$ cat src/rtl/simd_seq.sv
// Command sequencer for a 4x32-bit SIMD array: reads two 128-bit operands,
// writes the array result back, one vector every four cycles.
module simd_seq #(
    parameter int ADDR_W = 16,
    parameter int LEN_W  = 8
) (
    input  logic              i_clk,
    input  logic              i_rstn,
    input  logic              i_en,
    input  logic              i_cmd_valid,
    output logic              o_cmd_ready,
    input  logic [1:0]        i_cmd_op,
    input  logic [ADDR_W-1:0] i_cmd_src1,
    input  logic [ADDR_W-1:0] i_cmd_src2,
    input  logic [ADDR_W-1:0] i_cmd_dst,
    input  logic [LEN_W-1:0]  i_cmd_len,
    output logic [ADDR_W-1:0] o_mem_addr,
    output logic              o_mem_rd_en,
    input  logic [127:0]      i_mem_rdata,
    output logic              o_mem_wr_en,
    output logic [127:0]      o_mem_wdata,
    output logic [127:0]      o_simd_in1,
    output logic [127:0]      o_simd_in2,
    output logic [1:0]        o_simd_opcode,
    input  logic [127:0]      i_simd_res,
    output logic              o_idle,
    output logic              o_busy,
    output logic              o_done
);

    typedef enum logic [2:0] {
        S_IDLE, S_RD1, S_RD2, S_EXEC, S_WR, S_DONE
    } state_t;

    state_t state, state_nxt;

    logic [1:0]        op_q;
    logic [ADDR_W-1:0] src1_q, src2_q, dst_q;
    logic [LEN_W-1:0]  len_q, idx_q;
    logic [127:0]      op1_q, op2_q;
    logic              hs, last;
    logic [ADDR_W-1:0] idx_ext;

    assign hs      = i_cmd_valid && (state == S_IDLE);
    assign last    = (idx_q == len_q - LEN_W'(1));
    assign idx_ext = ADDR_W'(idx_q);

    always_ff @(posedge i_clk or negedge i_rstn) begin
        if (!i_rstn) state <= S_IDLE;
        else         state <= state_nxt;
    end

    always_comb begin
        state_nxt = state;
        case (state)
            S_IDLE:  if (hs) state_nxt = (i_cmd_len == '0) ? S_DONE : S_RD1;
            S_RD1:   if (i_en) state_nxt = S_RD2;
            S_RD2:   state_nxt = S_EXEC;
            S_EXEC:  state_nxt = S_WR;
            S_WR:    state_nxt = last ? S_DONE : S_RD1;
            S_DONE:  state_nxt = S_IDLE;
            default: state_nxt = S_IDLE;
        endcase
    end

    // Address is forced to zero whenever no strobe is active.
    always_comb begin
        o_cmd_ready = 1'b0;
        o_idle      = 1'b0;
        o_busy      = 1'b0;
        o_done      = 1'b0;
        o_mem_rd_en = 1'b0;
        o_mem_wr_en = 1'b0;
        o_mem_addr  = '0;
        o_mem_wdata = '0;
        case (state)
            S_IDLE: begin
                o_cmd_ready = 1'b1;
                o_idle      = 1'b1;
            end
            S_RD1: begin
                o_busy = 1'b1;
                if (i_en) begin
                    o_mem_rd_en = 1'b1;
                    o_mem_addr  = src1_q + idx_ext;
                end
            end
            S_RD2: begin
                o_busy      = 1'b1;
                o_mem_rd_en = 1'b1;
                o_mem_addr  = src2_q + idx_ext;
            end
            S_EXEC: o_busy = 1'b1;
            S_WR: begin
                o_busy      = 1'b1;
                o_mem_wr_en = 1'b1;
                o_mem_addr  = dst_q + idx_ext;
                o_mem_wdata = i_simd_res;
            end
            S_DONE:  o_done = 1'b1;
            default: ;
        endcase
    end

    always_ff @(posedge i_clk or negedge i_rstn) begin
        if (!i_rstn) begin
            op_q   <= '0;
            src1_q <= '0;
            src2_q <= '0;
            dst_q  <= '0;
            len_q  <= '0;
            idx_q  <= '0;
            op1_q  <= '0;
            op2_q  <= '0;
        end else begin
            if (hs) begin
                op_q   <= i_cmd_op;
                src1_q <= i_cmd_src1;
                src2_q <= i_cmd_src2;
                dst_q  <= i_cmd_dst;
                len_q  <= i_cmd_len;
                idx_q  <= '0;
            end
            // Read data lands one cycle after its strobe: op1 in RD2, op2 in EXEC.
            if (state == S_RD2)  op1_q <= i_mem_rdata;
            if (state == S_EXEC) op2_q <= i_mem_rdata;
            if (state == S_WR && !last) idx_q <= idx_q + LEN_W'(1);
        end
    end

    assign o_simd_in1    = op1_q;
    assign o_simd_in2    = op2_q;
    assign o_simd_opcode = op_q;

endmodule

$ cat config.mk
export PLATFORM = sky130hd
export DESIGN_NAME = simd_seq
export DESIGN_NICKNAME = d
export VERILOG_FILES = /design/src/rtl/simd_seq.sv
export SDC_FILE = /design/constraint.sdc
export NUM_CORES = 1
export LEC_CHECK = 0
export ABC_AREA = 1
export CELL_PAD_IN_SITES_DETAIL_PLACEMENT = 1
export CELL_PAD_IN_SITES_GLOBAL_PLACEMENT = 1
export CORE_AREA = 2 2 278 280
export CTS_BUF_LIST = sky130_fd_sc_hd__clkbuf_8
export CTS_CLUSTER_DIAMETER = 30
export CTS_CLUSTER_SIZE = 40
export DETAILED_ROUTE_END_ITERATION = 8
export DIE_AREA = 0 0 280 282
export GPL_ROUTABILITY_DRIVEN = 0
export PLACE_DENSITY = 0.66
export SLEW_MARGIN = 20
export SYNTH_ARGS = -nofsm -noshare
export SYNTH_HDL_FRONTEND = slang
export SYNTH_SLANG_ARGS = --single-unit
$ cat constraint.sdc
create_clock -name i_clk -period 4.6 [get_ports i_clk]
set_input_delay 0.92 -clock i_clk [delete_from_list [all_inputs] [get_ports i_clk]]
set_output_delay 0.92 -clock i_clk [all_outputs]
set_load 0.03 [all_outputs]
Yosys cells after proc, flatten, opt, wreduce, memory -nomap -nowiden
Cells that the tools add are included.

Word-level logic and storage cells: 46. Flip-flop bits (word level): 325. Output and inout port bits: 408. Input bits: 318.

Equality and inequality tests: 8. Reductions and logical operators: 8. Muxes and demuxes: 16. $add $sub $neg: 5.

Operator list (number): 128-bit 2-to-1 mux (1); 16-bit by 8-bit adder with 16-bit output (3); 16-bit case mux with 3 select lines (1); 16-bit 2-to-1 mux (1); 8-bit 2-to-1 mux (2); 3-bit case mux with 5 select lines (1); 3-bit 2-to-1 mux (4); 8-bit by 1-bit adder with 8-bit output, second input constant (1); 8-bit equality test (1); 8-bit zero test (1); 8-bit by 1-bit subtractor with 8-bit output, second input constant (1); 3-bit by 2-bit equality test with 1-bit output, second input constant (2); 3-bit equality test, second input constant (2); 1-bit 2-to-1 mux (5); 2-bit != test, second input constant (2); 4-bit OR reduction (1); 3-bit by 1-bit equality test with 1-bit output, second input constant (1); 3-bit zero test (1); 1-bit logical AND (2); 1-bit case mux with 2 select lines (1); 2-bit AND reduction (1); 2-bit nonzero test (1); 1-bit zero test (1).

Longest topological paths before layout
Depth in word-level cells: 5. Mapped depth: 21. Gate-level depth less buffers: 19.

Worst setup path before layout
No wires, ideal clock.

Path kind: reg2out. Start: register state[0]. End: output o_mem_addr[12]. Stages on the path, launching flop included: 22. Path slack: 828 ps. Data required time: 3680 ps. Buffers on the path: 2. Data arrival time: 2852 ps. Path through: dfrtp_1 nor2_4 nand2_2 inv_1 buf_2 buf_2 nand2_1 nand2_1 ha_1 inv_1 fa_1 nor2_1 nand2_1 nand2_1 nand2_1 nand2_1 nand2_1 inv_1 nand2_1 nor2_1 o21ai_1 nand2_1.

Longest elaborated chain between the ends: 2. Elaborated cells on any way between the ends: 4. Classes of those cells: 3 x eq/ne; 1 x mux.

Ends and longest elaborated chain: start: declaration (RTL line 35) `state_t state, state_nxt;`; start signal: assignment (RTL line 50) `else state <= state_nxt;`; 3-bit equality test (tied with other cells) (RTL line 76) `case (state)`; 16-bit case mux with 3 select lines (*) (RTL line 76); end: declaration (RTL line 17) `output logic [ADDR_W-1:0] o_mem_addr,`.

Mark *: on every way between the ends. The rest lies on a longest branch, timed or not.

Worst setup path in the final report
Start: register state[1]. End: output o_mem_addr[3].

Same word-level chain as after synthesis.

==> results.json <==
{
  "finClkSkew_ns": 0.0502,
  "first_iter_violations": 581,
  "maxSlewViolCount": 0,
  "cts_inserted_buffers": 91,
  "multi_input_area_mm2": 0.00529,
  "grt_usage_pct": 16.1,
  "max_freq_mhz": 229,
  "route.detailed.drc": 0,
  "grt-ovfl-total": 0,
  "crit_path_end_kind": "primary output",
  "status": "completed",
  "startpoint": "state[1]",
  "antenna_left": 0,
  "hold_buffers": 0,
  "synth_seq_area_share_pct": 54.3,
  "core_mm2": 0.0757,
  "whs_ns": 0.256,
  "area_delta_synth_final_pct": 70.5,
  "rr_startpoint": "state[2]",
  "synth.distinct_cells": 35,
  "synth_area_mm2": 0.0150,
  "start_util_pct": 19.8,
  "synthCells": 1815,
  "viasPerCell": 4.17,
  "grt_pass1_vias": 16500,
  "tns_ns": 0,
  "peakVddDrop_mv": 0.436,
  "routed_wl_mm": 65.9,
  "power_density_mw_per_mm2": 744,
  "crit_required_ns": 3.68,
  "ys_ff_latch": 325,
  "period_minus_slack_ns": 4.36,
  "cts_tree": "yes",
  "io_pins": 726,
  "path_max_fanout": 11,
  "cap_violations": 0,
  "hold_viol_final": 0,
  "syn_nets": 2156,
  "htree_levels": 3,
  "final_layout_size_suffix_gt1_share_pct": 9.33,
  "clkTransAtPathRegs_ns": 0.06,
  "avgSynthCellArea_um2": 8.26,
  "grt_pass1_wl_mm": 98.3,
  "setup_viol": 0,
  "clockBufferDepth": 3,
  "fillers": 8821,
  "layout_commonest_cell": "clkdlybuf4s50_1",
  "fin_area_mm2": 0.0256,
  "cp-start-kind": "register",
  "die_area_mm2": 0.0790,
  "worstMarginPinSlew_ns": 1.00,
  "cts_root_buf": "clkbuf_8",
  "antenna_found_initial": 9,
  "dr.pass1.iters": 4,
  "post-route-period-util_pct": 94.8,
  "worst_slack_ns": 0.241,
  "worst-setup-path-type": "register to primary output",
  "hold_path.class": "primary input to asynchronous set/reset pin",
  "leakagePower_nw": 12.3,
  "pre_cts_ws_ns": 0.412,
  "vias": 15100,
  "layout_common_cells": "clkdlybuf4s50_1, nand2_1, inv_1, dfrtp_1, o21ai_0",
  "ys.warnings.count": 0,
  "place_hpwl_mm": 50.5,
  "wire_per_inst_um": 18.2,
  "placed_area_mm2": 0.0232,
  "grt_max_degree": 233,
  "die_x_um": 280,
  "dieHeight_um": 282,
  "worstSkewPairLatency_ns": 0.64,
  "cts.sinks": 325,
  "finish.net_count": 2912,
  "port_buffers": 725,
  "regArea_mm2": 0.00813,
  "arrival_ns": 3.44,
  "max_slew_margin_pct": 33.3,
  "rows": 101
}
-- layout make-up --
| type | instances | share of cell area, % |
|---|---|---|
| Antenna cell | 2 | 0.0196 |
| Clock buffer | 113 | 6.08 |
| Sequential cell | 325 | 31.8 |
| Timing Repair Buffer | 750 | 29.5 |
| Multi-Input combinational cell | 1083 | 20.7 |
| Clock inverter | 55 | 2.40 |
| Inverter | 320 | 4.75 |
| Tap cell | 978 | 4.79 |
-- power by group --
| group | switching (W) | internal [W] | total, W |
|---|---|---|---|
| Combinational | 0.00576 | 0.00357 | 0.00933 |
| Clock | 0.00163 | 0.00287 | 0.00450 |
| Sequential | 0.000909 | 0.00428 | 0.00519 |
-- registers in the layout, summed over array words and instances, names as in the netlist --
signal / flops
idx_q: 8
o_simd_in2: 128
state: 3
src1_q: 16
dst_q: 16
len_q: 8
o_simd_opcode: 2
o_simd_in1: 128
src2_q: 16
-- synth_stat cells, drive strengths merged --
cell,count,area (um^2)
a21oi,29,145
a22o,1,8.76
a31oi,3,18.8
buf,43,235
clkbuf,44,165
dfrtp,325,8130
fa,2,40.0
ha,21,263
inv,320,1200
mux2,45,507
nand2,429,1630
nand3,50,250
nand3b,4,30.0
nand4,6,37.5
nor2,184,708
nor3,7,45.0
nor4,2,12.5
o21a,1,7.51
o21ai,280,1400
o21bai,2,15.0
o22ai,4,25.0
or2,2,12.5
xnor2,4,35.0
xor2,7,61.3
-- kinds of logic after synthesis --
kind of cell,synth area share [%]
fa+ha+maj,2.02
simple gates,18.2
xor+xnor,0.643
buf+inv,10.7
flops,54.3
compound gates,10.8
mux,3.38
-- worst max-delay path, cell delays in order (launching register included) --
cell and delay (ns):
dfrtp_2 0.43, nor2_4 0.16, nand2_8 0.11, clkinvlp_4 0.15, buf_4 0.13, nand2_1 0.04, nand2_1 0.11, ha_1 0.25
a21oi_1 0.13, nand2_1 0.13, a21oi_1 0.17, o21ai_0 0.09, o21ai_0 0.14, clkdlybuf4s50_1 0.74
-- per-stage QoR --
step                      std cells  total power, W  util (%)
after floorplan                1815          0.0102         -
after global placement         3444          0.0143      30.7
after detailed placement       3444          0.0145      30.7
after CTS                      3613          0.0192      33.6
after global routing           3626          0.0202      33.8
final                          3626          0.0190      33.8
-- timing repair --
item                       4_1_cts  5_1_grt
resized for setup               12        8
buffers inserted                 1       10
pin swaps                        1        1
hold endpoints to repair         0        0
setup endpoints to repair       14       13
-- layer usage --
layer,share of wire [%],global-route usage [%],vias up
met2,52,29.4,596
li1,-,-,7135
met4,2.2,4.72,12
met3,10,7.10,106
met5,0.12,0,-
met1,35,16.5,7272
-- final timing paths --
path                                        to  slack (ns)  depth (start not counted)
worst max-delay path             o_mem_addr[3]        0.24                         13
worst min-delay path                  dst_q[8]        0.26                          1
worst max register to register  o_simd_in1[27]        1.98                          6
worst min register to register  o_simd_in1[59]        0.48                          2
max in group asynchronous       o_simd_in2[40]        3.37                          2
min in group i_clk              o_simd_in1[59]        0.48                          2
No activity file was read; power rests on OpenSTA's default activity.
==> patch (same settings) <==
Reset style: synchronous (`i_rstn`), changed in 2 clocked blocks.
--- a/src/rtl/simd_seq.sv
+++ b/src/rtl/simd_seq.sv
@@ -46,5 +46,5 @@
     assign idx_ext = ADDR_W'(idx_q);
 
-    always_ff @(posedge i_clk or negedge i_rstn) begin
+    always_ff @(posedge i_clk) begin
         if (!i_rstn) state <= S_IDLE;
         else         state <= state_nxt;
@@ -103,5 +103,5 @@
     end
 
-    always_ff @(posedge i_clk or negedge i_rstn) begin
+    always_ff @(posedge i_clk) begin
         if (!i_rstn) begin
             op_q   <= '0;
Behaviour: differs if i_rstn is asserted again (counterexample within 4 cycles, from zero or initial values and one cycle with i_rstn low); with i_rstn held inactive, the same outputs for 4 cycles.
==> patch against the original RTL <==
- sequential cell count is the same
- routed wire length increased by 1.4%
- setup slack improved by 110 ps
- critical path type unchanged
- largest cell class is now non-clock buffers
- sequential share of layout area shrank 5.3 points
- final area decreased by 3.9%
- area after synthesis down 5.9%
Power is not compared: it rests on default switching activity, and its combinational part moved more than twofold at a synthesized area within 25%.
==> patch: results (changes against the original RTL) <==
Pleak -> 9.93 nW
gr usage total -> 16.1% (about the same)
Post-Synth Adder-Cell Area -> 2.15% (+0.13 points)
Clk Latency, worst-skew pair -> 680 ps (+40 ps)
mux share of post-synthesis cell area -> 0% (-3.4 points)
post-synthesis sequential area ratio -> 46.1% (-8.1 points)
clock-pin slew on the worst setup and hold paths -> 50 ps
Synth warnings -> 0 (unchanged)
Vias/cell -> 4.18 (+0.25%)
share of cells above drive strength 1 -> 7.41% (-1.9 points)
critical path arrival -> 3320 ps (-120 ps)
Post-CTS Setup Inserts -> 0 (-1)
DP Worst Slack -> 429 ps (+17.2 ps)
Cells after Synth -> 2054 (+13%)
fin nets -> 3111 (+6.8%)
Compound-Gate Fraction of Synth Area -> 15.2% (+4.4 points)
placed cells -> 3652 (+6.0%)
grt total ovfl -> 0 (unchanged)
Post-synth top cells -> nor2_1 (676), dfxtp_1 (325), o21ai_0 (315), inv_1 (202), nand2_1 (144)
First-pass DRT Iterations -> 5 (+1)
H-tree levels -> 3 (unchanged)
Async SR Flop Fraction -> 0% (-100 points)
Initial DRC Count -> 473 (-19%)
IO Port Bufs -> 725 (unchanged)
largest net degree at the start of global routing -> 121 (-48%)
maximum VDD drop -> 0.000293 V
first-pass GRT wire length -> 97900 um (-0.41%)
synth top area cells -> dfxtp_1 (46%), nor2_1 (18%), o21ai_0 (11%), inv_1 (5.4%), nand2_1 (3.8%)
Clock Path Buffers -> 3 (unchanged)
status -> completed
Routed WL -> 66800 um (+1.4%)
post-synth cell types -> 39 (+11%)
initial antenna violation count -> 6 (-3)
worst-path maximum fanout -> 29 (+18)
vias in the first global route -> 16392 (-0.68%)
HPWL after DPL -> 49500 um (-2.0%)
Final Non-Filler Cells -> 3828 (+5.6%)
worst hold-check path type -> flip-flop to flip-flop
XOR/XNOR share of the synthesized area -> 0.932% (+0.29 points)
Syn Nets -> 2395 (+11%)
Num CTS Buffers -> 94 (+3.3%)
DP Area -> 0.0223 mm2 (-4.1%)
Root Buffer -> clkbuf_8
worst slew pin tran -> 960 ps (-40.9 ps)
ys flop type -> dfxtp_1
clock skew after layout -> 43.6 ps (-6.62 ps)
## patch: area by class of cell
cell class | instances | area (um2)
diodes | 2 | 5.00
clock buffers | 113 | 1560
clock inverters | 61 | 742
fillers | 9238 | 51100
inverters | 204 | 771
multi-input cells | 1393 | 6320
flip-flops and latches | 325 | 6510
well taps | 978 | 1220
repair buffers | 752 | 7450
## patch: per-stage QoR
stage | total power [W] | hold WS [ps] | util (%)
global placement | 0.00531 | 436 | 29.4
floorplan | 0.00432 | 425 | -
finish | 0.0101 | 454 | 32.5
CTS | 0.0102 | 451 | 32.5
detailed placement | 0.00533 | 445 | 29.4
global route | 0.0106 | 483 | 32.5
## patch: path summary, 6_finish.rpt
check                        start                 endpoint  slack [ps]  cells after the start
max          state[1]$_SDFFE_PN0P_            o_mem_addr[6]         360                     14
min          dst_q[1]$_SDFFE_PN0P_    dst_q[1]$_SDFFE_PN0P_         450                      2
min reg2reg  dst_q[1]$_SDFFE_PN0P_    dst_q[1]$_SDFFE_PN0P_         450                      2
max reg2reg  state[2]$_SDFFE_PN0P_  src1_q[13]$_SDFFE_PN0P_        1660                      6
## patch: cell families after synthesis
| group | after synthesis |
|---|---|
| xor gates and xnor gates | 15 |
| DFF | 325 |
| and+or+nand+nor | 937 |
| buffers and inverters | 336 |
| AOI/OAI and AO/OA | 418 |
| adders and majority gates | 23 |
## patch: per-layer routing
metal  track usage, %  vias to the layer above  wire length (um)
met3             7.62                       88              7080
met4             5.21                        8              1380
li1                 -                     7931                 -
met2             28.5                      567             32900
met1             16.8                     7410             25400
met5                0                        -                55
## patch: worst max-delay path, cell delays in order (launching register included)
cell           delay [ps]
dfxtp_2               370
nor2_4                130
nand2_4                90
buf_6                 190
o21ai_0               260
ha_1                  320
inv_1                  70
nor2_1                 40
nand2_1                60
nand2_1               100
a31o_2                220
a21oi_1               110
o21ai_0                90
o31ai_1               130
dlygate4sd2_1         470
## patch: power breakdown
part,internal [W],switching [W],total [W]
combinational,0.000835,0.00122,0.00206
sequential,0.00307,0.000138,0.00320
clock,0.00315,0.00166,0.00481
## patch: repair_timing
action                     4_1_cts  5_1_grt
gates resized for setup         14       18
setup endpoints to repair       11       11
pin swaps                        0        0
